==> src/rtl/alu_decode.sv <==
// RV32I integer-ALU decode stage: a one-entry register slice that turns an instruction word into
// an ALU opcode, operands and writeback controls, and counts illegal instructions it accepts.
module alu_decode #(
    parameter int unsigned CNT_W = 8
) (
`ifdef USE_POWER_PINS
    inout  wire              vccd1,
    inout  wire              vssd1,
`endif
    input  logic             clk,
    input  logic             rst_n,
    input  logic             in_valid,
    output logic             in_ready,
    input  logic [31:0]      instr,
    input  logic [31:0]      pc,
    input  logic [31:0]      rs1_data,
    input  logic [31:0]      rs2_data,
    output logic             out_valid,
    input  logic             out_ready,
    output logic [3:0]       alu_op,
    output logic [31:0]      in1,
    output logic [31:0]      in2,
    output logic [4:0]       rd_addr,
    output logic             rd_wen,
    output logic             illegal,
    output logic [CNT_W-1:0] illegal_cnt
);

    localparam logic [6:0] OpcOp    = 7'b0110011;
    localparam logic [6:0] OpcOpImm = 7'b0010011;
    localparam logic [6:0] OpcLui   = 7'b0110111;
    localparam logic [6:0] OpcAuipc = 7'b0010111;
    localparam logic [6:0] F7Zero   = 7'b0000000;
    localparam logic [6:0] F7Alt    = 7'b0100000;
    localparam logic [3:0] AluAdd   = 4'b0000;
    localparam logic [3:0] AluBad   = 4'b1111;

    logic [6:0] opcode;
    logic [2:0] funct3;
    logic [6:0] funct7;
    logic [4:0] rd_field;

    assign opcode   = instr[6:0];
    assign rd_field = instr[11:7];
    assign funct3   = instr[14:12];
    assign funct7   = instr[31:25];

    // Decoded fields for the instruction currently presented on the input side.
    logic [3:0]  dec_op;
    logic [31:0] dec_in1;
    logic [31:0] dec_in2;
    logic        dec_illegal;
    logic        dec_wen;

    always_comb begin
        dec_op      = AluBad;
        dec_in1     = 32'h0;
        dec_in2     = 32'h0;
        dec_illegal = 1'b1;
        unique case (opcode)
            OpcOp: begin
                dec_op      = {instr[30], funct3};
                dec_in1     = rs1_data;
                dec_in2     = rs2_data;
                dec_illegal = !((funct7 == F7Zero) ||
                                ((funct7 == F7Alt) && ((funct3 == 3'b000) || (funct3 == 3'b101))));
            end
            OpcOpImm: begin
                dec_op      = (funct3 == 3'b101) ? {instr[30], 3'b101} : {1'b0, funct3};
                dec_in1     = rs1_data;
                dec_in2     = {{20{instr[31]}}, instr[31:20]};
                if (funct3 == 3'b001) begin
                    dec_illegal = (funct7 != F7Zero);
                end else if (funct3 == 3'b101) begin
                    dec_illegal = !((funct7 == F7Zero) || (funct7 == F7Alt));
                end else begin
                    dec_illegal = 1'b0;
                end
            end
            OpcLui: begin
                dec_op      = AluAdd;
                dec_in1     = 32'h0;
                dec_in2     = {instr[31:12], 12'h000};
                dec_illegal = 1'b0;
            end
            OpcAuipc: begin
                dec_op      = AluAdd;
                dec_in1     = pc;
                dec_in2     = {instr[31:12], 12'h000};
                dec_illegal = 1'b0;
            end
            default: ;
        endcase
        // Illegal encodings must present a canonical, side-effect-free slot.
        if (dec_illegal) begin
            dec_op  = AluBad;
            dec_in1 = 32'h0;
            dec_in2 = 32'h0;
        end
        dec_wen = !dec_illegal && (rd_field != 5'd0);
    end

    logic             out_valid_q, out_valid_d;
    logic [3:0]       alu_op_q, alu_op_d;
    logic [31:0]      in1_q, in1_d;
    logic [31:0]      in2_q, in2_d;
    logic [4:0]       rd_addr_q, rd_addr_d;
    logic             rd_wen_q, rd_wen_d;
    logic             illegal_q, illegal_d;
    logic [CNT_W-1:0] cnt_q, cnt_d;
    logic             in_xfer;
    logic             out_xfer;

    assign in_ready = !out_valid_q || out_ready;
    assign in_xfer  = in_valid && in_ready;
    assign out_xfer = out_valid_q && out_ready;

    always_comb begin
        out_valid_d = out_valid_q;
        alu_op_d    = alu_op_q;
        in1_d       = in1_q;
        in2_d       = in2_q;
        rd_addr_d   = rd_addr_q;
        rd_wen_d    = rd_wen_q;
        illegal_d   = illegal_q;
        cnt_d       = cnt_q;
        if (in_xfer) begin
            out_valid_d = 1'b1;
            alu_op_d    = dec_op;
            in1_d       = dec_in1;
            in2_d       = dec_in2;
            rd_addr_d   = rd_field;
            rd_wen_d    = dec_wen;
            illegal_d   = dec_illegal;
            if (dec_illegal && (cnt_q != {CNT_W{1'b1}})) begin
                cnt_d = cnt_q + 1'b1;
            end
        end else if (out_xfer) begin
            out_valid_d = 1'b0;
        end
    end

    always_ff @(posedge clk or negedge rst_n) begin
        if (!rst_n) begin
            out_valid_q <= 1'b0;
            alu_op_q    <= 4'h0;
            in1_q       <= 32'h0;
            in2_q       <= 32'h0;
            rd_addr_q   <= 5'h0;
            rd_wen_q    <= 1'b0;
            illegal_q   <= 1'b0;
            cnt_q       <= '0;
        end else begin
            out_valid_q <= out_valid_d;
            alu_op_q    <= alu_op_d;
            in1_q       <= in1_d;
            in2_q       <= in2_d;
            rd_addr_q   <= rd_addr_d;
            rd_wen_q    <= rd_wen_d;
            illegal_q   <= illegal_d;
            cnt_q       <= cnt_d;
        end
    end

    assign out_valid   = out_valid_q;
    assign alu_op      = alu_op_q;
    assign in1         = in1_q;
    assign in2         = in2_q;
    assign rd_addr     = rd_addr_q;
    assign rd_wen      = rd_wen_q;
    assign illegal     = illegal_q;
    assign illegal_cnt = cnt_q;

endmodule

==> config.mk <==
export PLATFORM = sky130hd
export DESIGN_NAME = alu_decode
export DESIGN_NICKNAME = d
export VERILOG_FILES = /design/src/rtl/alu_decode.sv
export SDC_FILE = /design/constraint.sdc
export NUM_CORES = 1
export LEC_CHECK = 0
export ABC_AREA = 1
export BUFFER_PORTS_ARGS = -buffer_cell sky130_fd_sc_hd__buf_2
export CAP_MARGIN = 20
export CORE_MARGIN = 1.5
export CORE_UTILIZATION = 30
export CTS_CLUSTER_DIAMETER = 120
export DETAILED_ROUTE_END_ITERATION = 6
export GPL_ROUTABILITY_DRIVEN = 0
export SETUP_SLACK_MARGIN = 0.5
export SLEW_MARGIN = 10
export SYNTH_ARGS = -nofsm -noshare
export SYNTH_HDL_FRONTEND = slang
export SYNTH_SLANG_ARGS = --single-unit
==> constraint.sdc <==
create_clock -name clk -period 1.4 [get_ports clk]
set_input_delay 0.07 -clock clk [delete_from_list [all_inputs] [get_ports clk]]
set_output_delay 0.07 -clock clk [all_outputs]
set_load 0.01 [all_outputs]
==> impl_metrics.yaml, run 1 <==
synth:
  synth-seq-cells: 84
  syn_inst: 645
  ys_warn_count: 0
  avgSynthCellArea_sq_um: 7.14
  synth_seq_area_share: 0.456
  synthDistinctLibCells: 22
  synth_top_area_frac: 0.456
  synth_area_sq_um: 4610
  synth.top_cells.by_count: "nand2_1 (280), nand3_1 (93), dfrtp_1 (84)"
  yosysMostFrequentCell: "nand2_1"
  syn-num-nets: 778
  synth_flop_cell: "dfrtp_1"
  synth_edf_count: 0
  async_flop_share: 1.00
  yosysTopAreaCell: "dfrtp_1"
  synthTopCellsByArea: "dfrtp_1 (46%), nand2_1 (23%), nand3_1 (10%)"
critical_path:
  cp_max_fo: 7
  arrival_ns: 1.55
  worst-endpoint-required_ns: 1.63
  r2r_slack_ns: 0.08
  path_cells: "nand2_2 -> nand2_4 -> clkinv_8 -> buf_12 -> buf_16 -> buf_8 -> nand2_2 -> o21ai_2"
  max_stage_delay_ns: 0.37
  cp_common_cell: "nand2_2"
  crit_path_start_kind: "flop"
  cp_top_family: "buffers and inverters"
  end_kind: "flop"
  cpMaxStageDelayCell: "dfrtp_1"
  cp_num_buf_inv: 4
  crit_type: "reg2reg"
timing:
  slew_violations: 0
  tightest_slew_ns: 0.359
  hold_viol_final: 0
  fin_crit_ns: 1.32
  timing.hold.ws_ns: 0.0671
  setup_viol: 0
  rsz0062_at_grt: "true"
  setup-tns-final_ns: 0
  slew_headroom: 0.761
  timing.final.crit_share: 0.942
  max_freq_ghz: 0.758
  clock_skew_ns: 0.00765
placed_design:
  hpwl_mm: 11.1
  port_buffers: 216
grt:
  grt_pass1_wl_mm: 25.9
  gr-total-overflow: 0
  grt_max_degree: 36
  gr-usage-all-layers: 0.204
  antenna_found_initial: 1
  grt_pass1_vias: 5053
drt:
  drt_iter0_drc: 216
  vias: 5505
  final_antenna_net_count: 0
  wl_mm: 18.1
  drt-pass1-iter-count: 4
  drc: 0
  wl_per_cell_um: 15.8
  vias_per_cell: 4.82
clock_network:
  cts_buffers: 9
  cts-root-buf: "clkbuf_16"
  cts.clk_slew.worst_paths_ns: 0.07
  tritoncts: "done"
  clk_latency_ns: 0.34
  clkSinkCount: 84
  cts_max_level: 3
  cts.path.max_buffers: 2
die:
  num_rows: 45
  die_area_sq_um: 16100
  ios: 217
  fp.dieW_um: 127
  start_util: 0.305
  die_h_um: 127
  fp.coreArea_sq_um: 15100
power:
  powerDensity_nw_per_um2: 787
  irDropWorstVdd_mv: 0.790
  leakagePower_nw: 4.43
worst_hold_path:
  hold_class: "in2reg"
outcome:
  run_status: "complete, no violations"
layout:
  area_growth_syn_to_layout_pct: 82.8
  fill_cells: 1443
  multi_input_area_sq_um: 2900
  fin_nets: 1082
  drive_above_1_share: 0.548
  seq_area_sq_um: 2110
job:
  maxCapViolCount: 0
## placed cells by master (no fill, tap or decap), drive strengths merged, types with 6 or more instances in the layout
cell type      n
buf          323
nand2        283
nand3         96
dfrtp         84
o21ai         75
inv           26
clkbuf        20
nor2          18
nand4          8
dlygate4sd3    6
## layer usage
metal	track usage	vias to the layer above	part of all wire
li1	-	2725	-
met4	0.0755	0	0.028
met5	0	-	0
met2	0.343	172	0.49
met3	0.0363	33	0.049
met1	0.262	2575	0.43
## area by class of cell
class | instances | share of cell area
multi-input combinational | 492 | 0.344
timing repair buffer | 337 | 0.331
sequential | 84 | 0.250
clock buffer | 12 | 0.0293
tap | 188 | 0.0279
inverter | 25 | 0.0132
clock inverter | 4 | 0.00386
antenna | 1 | 0.000297
## where the power goes
part	internal, mW	total (mW)	switching, mW
combinational	0.899	1.70	0.798
sequential	2.52	2.63	0.111
clock	1.27	2.30	1.04
## sequential cells by signal (all words and copies together) (netlist names)
register and flops:
alu_op 4, illegal 1, illegal_cnt 8, in1 32, in2 32, out_valid 1, rd_addr 5, rd_wen 1
## through the flow
stage	util	cell area [sq um]	power [mW]	cells	worst slack, ns
final	0.558	8420	6.63	1143	0.0815
after global routing	0.558	8420	6.93	1143	0.0179
after CTS	0.489	7380	6.31	1100	0.130
after detailed placement	0.421	6360	3.65	1039	0.00744
after global placement	0.421	6360	3.65	1039	0.0255
after floorplan	-	5030	3.17	645	0.0813
## logic make-up (layout without fill, tap and decap cells)
| logic type | Yosys count | count (layout) | share of synthesized area |
|---|---|---|---|
| AND/OR/NAND/NOR | 405 | 406 | 0.372 |
| flip-flops | 84 | 84 | 0.456 |
| AO/OA/AOI/OAI | 79 | 79 | 0.0913 |
| buffers and inverters | 70 | 378 | 0.0663 |
| XOR/XNOR | 6 | 6 | 0.0114 |
| adder cells (fa/ha/maj) | 1 | 1 | 0.00272 |
| other | 0 | 1 | 0 |
## repair_timing
action	in CTS	in global routing
gates cloned	7	12
pin swaps	6	24
setup buffers	32	30
gates resized for setup	66	142
endpoints found under the hold margin	89	0
setup endpoints to repair	169	169
hold buffers	6	0
## worst paths after layout
check / endpoint / cells after the start / startpoint
worst max-delay path: in1[25]$_DFFE_PN0P_ / 8 / out_valid$_DFFE_PN0P_
worst min-delay path: in1[29]$_DFFE_PN0P_ / 5 / rs1_data[29]
worst max register to register: in1[25]$_DFFE_PN0P_ / 8 / out_valid$_DFFE_PN0P_
worst min register to register: rd_addr[1]$_DFFE_PN0P_ / 2 / rd_addr[1]$_DFFE_PN0P_
max in group asynchronous: in1[14]$_DFFE_PN0P_ / 3 / rst_n
min in group asynchronous: illegal_cnt[3]$_DFFE_PN0P_ / 2 / rst_n
## worst register-to-register path: stages, from the launching register on
cell	delay, ns
dfrtp_1	0.37
nand2_2	0.09
nand2_4	0.13
clkinv_8	0.10
buf_12	0.14
buf_16	0.15
buf_8	0.14
nand2_2	0.05
o21ai_2	0.05
Power figures use the tool's default switching activity.
==> run 2: changes to the inputs <==
--- a/config.mk
+++ b/config.mk
@@ -8,6 +8,7 @@
 export ABC_AREA = 1
 export BUFFER_PORTS_ARGS = -buffer_cell sky130_fd_sc_hd__buf_2
 export CAP_MARGIN = 20
+export CORE_ASPECT_RATIO = 0.75
 export CORE_MARGIN = 1.5
 export CORE_UTILIZATION = 30
 export CTS_CLUSTER_DIAMETER = 120
==> run 2 against run 1 <==
Net effect: sequential cell count is the same; critical path type unchanged; critical endpoint is now in1[24]$_DFFE_PN0P_; largest power group is now clock; count of clock-buffer cells in the layout stayed put; combinational power increased by 9%; register-to-register slack about the same; sequential share of layout area is 0.81 points lower.
==> impl_metrics.yaml, run 2 (synthesis results as in run 1) <==
timing:
  max_freq_ghz: 0.762
  setup_viol: 0
  slew_violations: 0
  slew_headroom: 0.751
  timing.hold.ws_ns: 0.0629
  timing.final.crit_share: 0.938
  tightest_slew_ns: 0.374
  fin_crit_ns: 1.31
  hold_viol_final: 0
  rsz0062_at_grt: "true"
  clock_skew_ns: 0.00535
die:
  die_area_sq_um: 16100
  die_h_um: 110
  start_util: 0.304
  ios: 217
  fp.coreArea_sq_um: 15100
  num_rows: 39
  fp.dieW_um: 146
layout:
  drive_above_1_share: 0.550
  final_cells: 1185
  fin_util: 0.575
  design_area_sq_um: 8700
  insertedDiodeCount: 0
  mostFrequentLayoutCells: "buf_2 (183), nand2_1 (172), buf_4 (96), nand3_1 (89), nand2_2 (86)"
  area_growth_syn_to_layout_pct: 89.0
  fin_nets: 1108
  final_common_cell: "buf_2"
power:
  leakagePower_nw: 4.52
  p_comb_frac: 0.254
  fin_total_pwr_mw: 7.29
  power_switching_mw: 1.94
  intPower_mw: 5.34
  p_clk_frac: 0.385
  powerDensity_nw_per_um2: 837
  swShare: 0.267
  irDropWorstVdd_mv: 0.633
  seqPwrFrac: 0.360
grt:
  grt_max_degree: 38
  gr-usage-all-layers: 0.238
  grt_pass1_vias: 5120
  gr-total-overflow: 0
  grt_pass1_wl_mm: 28.8
  antenna_found_initial: 0
clock_network:
  clk_latency_ns: 0.34
  cts.clk_slew.worst_paths_ns: 0.06
  cts.path.max_buffers: 2
  clkSinkCount: 84
  cts_buffers: 9
  tritoncts: "done"
  cts-root-buf: "clkbuf_16"
  cts_max_level: 3
placed_design:
  post-place-cells: 1057
  hpwl_mm: 11.1
  place_area_sq_um: 6340
  port_buffers: 216
drt:
  vias: 5646
  final_antenna_net_count: 0
  drc: 0
  wl_mm: 19.6
  drt_iter0_drc: 259
  vias_per_cell: 4.76
  drt-pass1-iter-count: 5
  wl_per_cell_um: 16.5
critical_path:
  crit_path_start_kind: "flop"
  max_stage_delay_ns: 0.38
  worst-endpoint-required_ns: 1.63
  end_kind: "flop"
  path_cells: "nand2_4 -> nand2_8 -> clkinv_8 -> buf_4 -> buf_6 -> buf_16 -> nand2_2 -> o21ai_1"
  cp_max_fo: 8
  cpMaxStageDelayCell: "dfrtp_1"
  arrival_ns: 1.54
  crit_type: "reg2reg"
outcome:
  run_status: "complete, no violations"
job:
  maxCapViolCount: 0
worst_hold_path:
  hold_class: "in2reg"
run 2: critical path, delay by kind of cell (launching register included):
family | cells | cell delay, ns
flops | 1 | 0.38
compound gates | 1 | 0.05
buf+inv | 4 | 0.48
simple gates | 3 | 0.28
run 2: repair_timing:
item,in CTS,in global routing
hold buffers,6,0
gates cloned,21,4
gates resized for setup,90,100
endpoints found under the hold margin,89,0
pin swaps,10,16
setup endpoints to repair,169,169
setup buffers,49,32
run 2: path summary, 6_finish.rpt:
kind | end | startpoint | cells after the start | slack, ns
hold reg to reg | rd_addr[0]$_DFFE_PN0P_ | rd_addr[0]$_DFFE_PN0P_ | 2 | 0.48
min in group asynchronous | in1[10]$_DFFE_PN0P_ | rst_n | 2 | 0.21
setup reg to reg | in1[24]$_DFFE_PN0P_ | out_valid$_DFFE_PN0P_ | 8 | 0.09
hold / removal | in1[11]$_DFFE_PN0P_ | rs1_data[11] | 5 | 0.06
setup / recovery | in1[24]$_DFFE_PN0P_ | out_valid$_DFFE_PN0P_ | 8 | 0.09
max in group asynchronous | illegal_cnt[3]$_DFFE_PN0P_ | rst_n | 3 | 0.71
run 2: power groups by stage:
stage                     logic [mW]  clock network (mW)  registers, mW
after CTS                       1.63                2.86           2.61
after global placement          1.01                   0           2.64
after global routing            1.99                2.96           2.64
after floorplan                0.491                   0           2.68
after detailed placement        1.02                   0           2.63
final                           1.85                2.81           2.63
run 2: area by class of cell:
cell class              count  area (sq um)
multi-input cells         492          2810
flip-flops and latches     84          2110
clock buffers              12           256
well taps                 205           256
inverters                  25           111
fillers                  1398          6420
clock inverters             4          95.1
repair inverters            1          8.76
repair buffers            362          3060
run 2: per-stage QoR:
step	worst slack, ns	TNS [ns]
5_1_grt	0.0268	0
3_3_place_gp	-0.0261	-0.955
2_1_floorplan	0.0813	0
4_1_cts	0.113	0
6_report	0.0872	0
3_5_place_dp	-0.0774	-3.11
run 2: routing by layer:
metal	part of all wire	GRT usage	wire length (um)	vias up
met5	0	0	0	-
met4	0.010	0.0577	204	0
met3	0.065	0.0543	1280	14
met2	0.46	0.387	9110	203
met1	0.46	0.323	9010	2663
li1	-	-	-	2766
==> run 3: changes to the inputs <==
--- a/config.mk
+++ b/config.mk
@@ -8,12 +8,15 @@
 export ABC_AREA = 1
 export BUFFER_PORTS_ARGS = -buffer_cell sky130_fd_sc_hd__buf_2
 export CAP_MARGIN = 20
+export CELL_PAD_IN_SITES_DETAIL_PLACEMENT = 1
+export CELL_PAD_IN_SITES_GLOBAL_PLACEMENT = 1
 export CORE_ASPECT_RATIO = 0.75
 export CORE_MARGIN = 1.5
-export CORE_UTILIZATION = 30
+export CORE_UTILIZATION = 29
 export CTS_CLUSTER_DIAMETER = 120
 export DETAILED_ROUTE_END_ITERATION = 6
 export GPL_ROUTABILITY_DRIVEN = 0
+export PLACE_DENSITY_LB_ADDON = 0.1
 export SETUP_SLACK_MARGIN = 0.5
 export SLEW_MARGIN = 10
 export SYNTH_ARGS = -nofsm -noshare
==> run 3 against run 2 <==
Net effect: clock power shrank 13%; die area up 3.4%; first-iteration DRC count is 5.8% lower; via count is 6.4% higher; hold slack better by 0.0092 ns; final area grew 5.9%; power decreased by 2.0%; sequential cell count unchanged; critical path type unchanged.
==> impl_metrics.yaml, run 3 (synthesis results as in run 1) <==
outcome:
  run_status: "complete, no violations"
power:
  intPower_mw: 5.03
  fin_total_pwr_mw: 7.14
  irDropWorstVdd_mv: 0.583
  p_clk_frac: 0.343
  power_switching_mw: 2.11
  powerDensity_nw_per_um2: 775
  swShare: 0.296
  p_comb_frac: 0.288
  seqPwrFrac: 0.370
  leakagePower_nw: 4.77
drt:
  vias: 6008
  wl_mm: 23.7
  wl_per_cell_um: 19.6
  drt-pass1-iter-count: 4
  final_antenna_net_count: 0
  vias_per_cell: 4.96
  drc: 0
  drt_iter0_drc: 244
clock_network:
  tritoncts: "done"
  clk_latency_ns: 0.35
  clkSinkCount: 84
  cts.clk_slew.worst_paths_ns: 0.07
  cts_max_level: 3
  cts.path.max_buffers: 2
  cts_buffers: 9
  cts-root-buf: "clkbuf_16"
placed_design:
  port_buffers: 216
  hpwl_mm: 12.5
  dp_slack_ns: -0.0241
critical_path:
  crit_type: "reg2reg"
  cp_top_family: "buffers and inverters"
  cp_num_buf_inv: 4
  arrival_ns: 1.64
  cp_max_fo: 6
  cp_common_cell: "buf_12"
  crit_path_start_kind: "flop"
  worst-endpoint-required_ns: 1.66
  cpMaxStageDelayCell: "dfrtp_1"
  path_cells: "nand2_2 -> nand2_4 -> inv_8 -> buf_12 -> buf_12 -> buf_16 -> o31ai_2 -> o21ai_1"
  max_stage_delay_ns: 0.39
  end_kind: "flop"
die:
  num_rows: 39
  fp.coreArea_sq_um: 15400
  fp.dieW_um: 149
  die_area_sq_um: 16700
  die_h_um: 112
  start_util: 0.300
  ios: 217
layout:
  fill_cells: 1810
  mostFrequentLayoutCells: "buf_2 (172), nand2_1 (158), buf_4 (114), nand2_2 (92), nand3_1 (89)"
  insertedDiodeCount: 0
  seq_area_sq_um: 2110
  drive_above_1_share: 0.597
  multi_input_area_sq_um: 2990
  fin_nets: 1135
  area_growth_syn_to_layout_pct: 100
  final_common_cell: "buf_2"
grt:
  grt_pass1_wl_mm: 35.5
  grt_max_degree: 85
  grt_pass1_vias: 6501
  gr-usage-all-layers: 0.277
  antenna_found_initial: 0
  gr-total-overflow: 0
job:
  maxCapViolCount: 0
timing:
  tightest_slew_ns: 0.513
  setup-tns-final_ns: 0
  hold_viol_final: 0
  timing.hold.ws_ns: 0.0721
  fin_crit_ns: 1.38
  slew_violations: 0
  setup_viol: 0
  setup_ws_ns: 0.0187
  rsz0062_at_grt: "true"
  max_freq_ghz: 0.724
  slew_headroom: 0.658
  clock_skew_ns: 0.00979
  timing.final.crit_share: 0.987
worst_hold_path:
  hold_class: "in2reg"
[run 3: cell count changes in the layout (fill, tap and decap cells not counted), moves of 4 or more]
cell,previous run,this run
o21ai_2,18,37
buf_4,96,114
o21ai_1,52,35
nand2_1,172,158
buf_6,41,53
buf_2,183,172
nand2_4,22,31
buf_12,11,19
nand2_2,86,92
buf_16,19,23
[run 3: power groups by stage]
stage	sequential, mW	clock (mW)	combinational [mW]
floorplan	2.68	0	0.491
global placement	2.64	0	0.981
detailed placement	2.64	0	1.01
CTS	2.60	2.50	1.78
global route	2.64	2.57	2.17
finish	2.64	2.45	2.06
[run 3: worst register-to-register path: cells and delay by family (launching register included)]
family	cells	cell delay, ns
buf+inv	4	0.47
simple gates	2	0.20
compound gates	2	0.23
flops	1	0.39
[run 3: area by class of cell]
class	instances	area share
flip-flops and latches	84	0.229
clock buffers	11	0.0263
multi-input cells	492	0.324
inverters	25	0.0115
repair buffers	390	0.376
clock inverters	4	0.00543
well taps	205	0.0278
[run 3: stage by stage]
step           cell area, sq um   util  cells
3_5_place_dp               6270  0.408   1046
4_1_cts                    8430  0.549   1169
3_3_place_gp               6270  0.408   1046
6_report                   9210  0.599   1211
2_1_floorplan              5030      -    645
5_1_grt                    9210  0.599   1211
[run 3: metal layers]
layer	wire length, um	global-route usage
met1	9650	0.343
met2	12400	0.490
met4	574	0.0805
met5	0	0
met3	1150	0.0545
[run 3: repair_timing]
action / 4_1_cts / 5_1_grt
resized for setup: 156 / 96
pin swaps: 15 / 19
cloned: 22 / 1
hold buffers: 6 / 0
endpoints found under the hold margin: 89 / 0
setup buffers: 80 / 41
setup endpoints to repair: 169 / 169
[run 3: worst paths after layout]
path                       slack (ns)  depth (start not counted)              startpoint                    endpoint
setup / recovery                 0.02                          8   out_valid$_DFFE_PN0P_          rd_wen$_DFFE_PN0P_
setup reg to reg                 0.02                          8   out_valid$_DFFE_PN0P_          rd_wen$_DFFE_PN0P_
max in group asynchronous        0.69                          3                   rst_n  illegal_cnt[3]$_DFFE_PN0P_
hold / removal                   0.07                          5            rs1_data[15]         in1[15]$_DFFE_PN0P_
min in group asynchronous        0.27                          3                   rst_n         in1[26]$_DFFE_PN0P_
hold reg to reg                  0.50                          2  rd_addr[3]$_DFFE_PN0P_      rd_addr[3]$_DFFE_PN0P_
